### config.mk
export PLATFORM = sky130hd
export DESIGN_NAME = vliw_scoreboard
export DESIGN_NICKNAME = d
export VERILOG_FILES = /design/src/rtl/vliw_scoreboard.sv
export SDC_FILE = /design/constraint.sdc
export NUM_CORES = 1
export LEC_CHECK = 0
export ABC_AREA = 1
export CORE_ASPECT_RATIO = 0.9
export CORE_MARGIN = 4
export CORE_UTILIZATION = 38
export CTS_CLUSTER_DIAMETER = 60
export CTS_CLUSTER_SIZE = 20
export DETAILED_ROUTE_END_ITERATION = 8
export PLACE_DENSITY_LB_ADDON = 0.12
export SLEW_MARGIN = 20
export SYNTH_ARGS = -nofsm -noshare
export SYNTH_HDL_FRONTEND = slang
export SYNTH_SLANG_ARGS = --single-unit
### constraint.sdc
create_clock -name clk -period 6.4 [get_ports clk]
set_input_delay 1.28 -clock clk [delete_from_list [all_inputs] [get_ports clk]]
set_output_delay 1.28 -clock clk [all_outputs]
set_load 0.01 [all_outputs]
### src/rtl/vliw_scoreboard.sv
// Register scoreboard for a VLIW issue stage: tracks outstanding multi-cycle writes per
// register and holds issue packets that carry RAW, WAW or intra-packet destination hazards.
module vliw_scoreboard #(
  parameter int NUM_LANES = 4,
  parameter int NUM_REGS  = 32,
  parameter int REG_AW    = 5,
  parameter int LAT_W     = 5,
  parameter int BYPASS    = 0
) (
  input  logic                            clk,
  input  logic                            rst,
  input  logic                            issue_valid,
  output logic                            issue_ready,
  input  logic [NUM_LANES-1:0]            dst_valid,
  input  logic [NUM_LANES*REG_AW-1:0]     dst_addr,
  input  logic [NUM_LANES*LAT_W-1:0]      dst_lat,
  input  logic [2*NUM_LANES-1:0]          src_valid,
  input  logic [2*NUM_LANES*REG_AW-1:0]   src_addr,
  output logic [NUM_REGS-1:0]             pending,
  output logic [NUM_REGS-1:0]             retire,
  output logic [15:0]                     stall_cnt
);

  localparam int ASPACE = 1 << REG_AW;

  logic [LAT_W-1:0]    count     [NUM_REGS];
  logic [LAT_W-1:0]    count_nxt [NUM_REGS];
  logic [NUM_REGS-1:0] pending_nxt;
  logic [ASPACE-1:0]   busy;
  logic                hazard;

  always_comb begin
    // NOTE: every always_comb output gets a default first so no path leaves it unassigned (no latch).
    retire = '0;
    for (int r = 0; r < NUM_REGS; r++)
      retire[r] = pending[r] && (count[r] == LAT_W'(1));
  end

  // Busy over the full address space; register 0 and out-of-range addresses are never busy.
  always_comb begin
    busy = '0;
    for (int r = 1; r < NUM_REGS && r < ASPACE; r++)
      busy[r] = pending[r] && !((BYPASS != 0) && retire[r]);
  end

  always_comb begin
    hazard = 1'b0;
    for (int i = 0; i < 2*NUM_LANES; i++)
      if (src_valid[i] && busy[src_addr[i*REG_AW +: REG_AW]]) hazard = 1'b1;
    for (int i = 0; i < NUM_LANES; i++) begin
      if (dst_valid[i] && busy[dst_addr[i*REG_AW +: REG_AW]]) hazard = 1'b1;
      for (int j = i + 1; j < NUM_LANES; j++)
        if (dst_valid[i] && dst_valid[j] &&
            (dst_addr[i*REG_AW +: REG_AW] == dst_addr[j*REG_AW +: REG_AW]) &&
            (dst_addr[i*REG_AW +: REG_AW] != '0))
          hazard = 1'b1;
    end
  end

  assign issue_ready = issue_valid && !rst && !hazard;

  // Age every outstanding write, then overlay newly accepted loads so a new load wins.
  always_comb begin
    pending_nxt = pending;
    count_nxt   = count;
    for (int r = 0; r < NUM_REGS; r++) begin
      if (pending[r]) begin
        if (count[r] > LAT_W'(1)) begin
          count_nxt[r] = count[r] - LAT_W'(1);
        end else begin
          pending_nxt[r] = 1'b0;
          count_nxt[r]   = '0;
        end
      end
    end
    if (issue_ready) begin
      for (int i = 0; i < NUM_LANES; i++) begin
        if (dst_valid[i]) begin
          for (int r = 1; r < NUM_REGS; r++) begin
            if (dst_addr[i*REG_AW +: REG_AW] == REG_AW'(r)) begin
              pending_nxt[r] = 1'b1;
              count_nxt[r]   = (dst_lat[i*LAT_W +: LAT_W] == '0) ? LAT_W'(1)
                                                                 : dst_lat[i*LAT_W +: LAT_W];
            end
          end
        end
      end
    end
  end

  // NOTE: sequential state uses non-blocking assignments so every register samples pre-edge values.
  always_ff @(posedge clk) begin
    if (rst) begin
      pending   <= '0;
      stall_cnt <= '0;
      // NOTE: the counter array is cleared too so a discarded write leaves no stale latency behind.
      for (int r = 0; r < NUM_REGS; r++) count[r] <= '0;
    end else begin
      pending <= pending_nxt;
      count   <= count_nxt;
      if (issue_valid && !issue_ready && (stall_cnt != 16'hFFFF))
        stall_cnt <= stall_cnt + 16'd1;
    end
  end

endmodule

==> results_dict.tcl <==
set metrics [dict create \
    routedWlPerCell_um 22.3 \
    crit_path_end "issue_ready" \
    relSlewSlack 0.232 \
    syn_area_sq_mm 0.0241 \
    drt_wl_total_mm 121 \
    drtPass1Iterations 7 \
    rsz0062_at_grt "false" \
    setup_viol 0 \
    fmax_mhz 176 \
    ys_types 44 \
    ir_worst_vdd_mv 0.200 \
    cts_tree "built" \
    crit_chain "clkdlybuf4s50_1 -> inv_1 -> nand2_1 -> nand2_1 -> nand2_1 -> nand2_1 -> nor2_1 -> nor2_1 -> nor2_1 -> nand3_1 -> nor2_1 -> nand3_4 -> clkinv_2 -> clkdlybuf4s50_1" \
    via_per_inst 5.66 \
    dp_hpwl_mm 84.2 \
    postRouteAntennaNets 0 \
    r2r_start "pending[20]$_SDFF_PP0_" \
    synth_area_per_cell_sq_um 5.39 \
    tns_ns 0 \
    hold_viol_final 0 \
    clk_latency_ns 0.62 \
    ctsHoldBuffers 0 \
    grt_pass1_wl_mm 177 \
    path_clk_slew_ns 0.06 \
    hp-class "reg2reg" \
    cp_slowest_cell "clkdlybuf4s50_1" \
    status "completed" \
    cts_sinks 208 \
    startpoint "dst_addr[1]" \
    cts_resized 0 \
    ys_warn_count 0 \
    synth_flop_cell "dfxtp_1" \
    synth_top_area_share 0.192 \
    fp.dieH_um 247 \
    powerDensity_mw_per_mm2 150 \
    grt_busiest_layer "met2" \
    path_max_fanout 17 \
    slowest_delay_ns 1.01 \
    synth_area_leaders "nand2_1, dfxtp_1, a21oi_1, o21ai_0, nor2_1" \
    yosysSeqAreaShare 0.173 \
    port_buffers 175 \
    fin_skew_ns 0.0398 \
    die-width_um 274 \
    mostFrequentLayoutCell "nand2_1" \
    synth_nets 4638 \
    coreArea_sq_mm 0.0628 \
    grt_pass1_vias 27300 \
    drv_cap 0 \
    min_period_ns 5.67 \
    drv_slew 0 \
    synth-seq-cells 208 \
    start_util 0.384 \
    async_reset_ff_frac 0 \
    remaining_drc_errors 0 \
    grt.total_usage 0.342 \
    rows 87 \
    clockBufferDepth 3 \
    gr-usage-met2 0.514 \
    cts_setup_buffers 0 \
    fillers 7068 \
    critPathCaptureType "output port" \
    met1_usage 0.475 \
    nNetsFinal 4703 \
    vias 30600 \
    finalPower_mw 4.14 \
    drive_gt1_frac 0.0361 \
    synth_edf_count 0 \
    overflow 0 \
    ios 176 \
    cts.htree.levels 1 \
    path_class "in2out" \
    antenna_found_initial 2 \
    reg2reg_slack_ns 1.65 \
    final_cell_mix "nand2_1, nor2_1, inv_1" \
    worst_pin_slew_ns 1.15 \
    syn_to_final_growth_pct 14.6 \
    met3_usage 0.0717 \
    synth_top_cell_by_area "nand2_1" \
    start_kind "input pin" \
    grt_max_degree 184 \
    cts_root_buf "clkbuf_16" \
    leakage_nw 12.5 \
    cp.required_ns 5.12 \
    drt_iter0_markers 4156 \
    period_share 0.886 \
    netlist_instances 4478 \
    die_area_sq_mm 0.0676 \
    cts_buffers 30 \
    crit_arrival_ns 4.39 \
    hold_depth 2 \
    reg2reg_to "stall_cnt[0]$_SDFFE_PP0P_" \
    gp_congestion 1.04 \
    rr_worst_depth 13 \
]
[worst min path at each step]
stage                                 end                  startpoint
3_3_place_gp   stall_cnt[15]$_SDFFE_PP0P_  stall_cnt[15]$_SDFFE_PP0P_
4_1_cts        stall_cnt[15]$_SDFFE_PP0P_  stall_cnt[15]$_SDFFE_PP0P_
5_1_grt        stall_cnt[15]$_SDFFE_PP0P_  stall_cnt[15]$_SDFFE_PP0P_
6_report       stall_cnt[15]$_SDFFE_PP0P_  stall_cnt[15]$_SDFFE_PP0P_
3_5_place_dp   stall_cnt[15]$_SDFFE_PP0P_  stall_cnt[15]$_SDFFE_PP0P_
2_1_floorplan     count[155]$_SDFFE_PP0P_     count[155]$_SDFFE_PP0P_
[power by group]
group | total [mW] | internal, mW | switching, mW
logic | 1.05 | 0.335 | 0.712
registers | 1.37 | 1.34 | 0.0348
clock network | 1.73 | 0.966 | 0.760
total | 4.14 | 2.64 | 1.51
[layer usage]
metal  up-vias  share of wire
met2      1665           0.41
met5         -              0
met1     13800           0.42
met3       343           0.12
li1      14800              -
met4         0          0.050
[synth_stat cells (10+ instances only)]
cell	number
clkinv_1	23
o211ai_1	92
nor3_1	40
o21a_1	33
o21ai_0	414
a21oi_1	421
o22ai_1	47
nand4_1	16
nand2_1	1235
nand3_1	330
o21bai_1	10
buf_2	95
nor2_1	551
inv_1	496
ha_1	65
nor4_1	27
xnor2_1	24
clkbuf_1	125
a22oi_1	67
dfxtp_1	208
a31oi_1	25
xor2_1	78
[sequential cells by signal, summed over array words and instances, names as in the netlist]
signal	count
count	160
pending	32
stall_cnt	16
[through the flow]
step / std cells / setup WS, ns / hold WS [ns] / area (sq um) / utilization
floorplan: 4478 / 2.27 / 0.472 / 24100 / -
global placement: 5356 / 0.790 / 0.474 / 26600 / 0.424
detailed placement: 5356 / 0.813 / 0.472 / 26600 / 0.424
CTS: 5411 / 0.788 / 0.484 / 27600 / 0.440
global route: 5411 / 0.498 / 0.531 / 27600 / 0.440
finish: 5413 / 0.728 / 0.483 / 27600 / 0.440
[critical path, delay by kind of cell]
family,cells,cell delay (ns)
buf+inv,4,2.01
simple gates,10,1.09
[cell families after synthesis]
| family | after synthesis | share of synthesized area |
|---|---|---|
| and+or+nand+nor | 2221 | 0.372 |
| AOI/OAI and AO/OA | 1129 | 0.261 |
| buffers and inverters | 753 | 0.123 |
| DFF | 208 | 0.173 |
| xor gates and xnor gates | 102 | 0.0370 |
| adders and majority gates | 65 | 0.0337 |
[final cells by class]
class                   instances  area [sq um]  share of cell area
inverters                     524          1970              0.0714
repair buffers                262          2410              0.0873
well taps                     845          1060              0.0382
diodes                          2          5.00            0.000181
flip-flops and latches        208          4170               0.151
multi-input cells            3517         17000               0.616
clock buffers                  35           810              0.0293
clock inverters                20           204             0.00738
No activity file was read; power rests on OpenSTA's default activity.
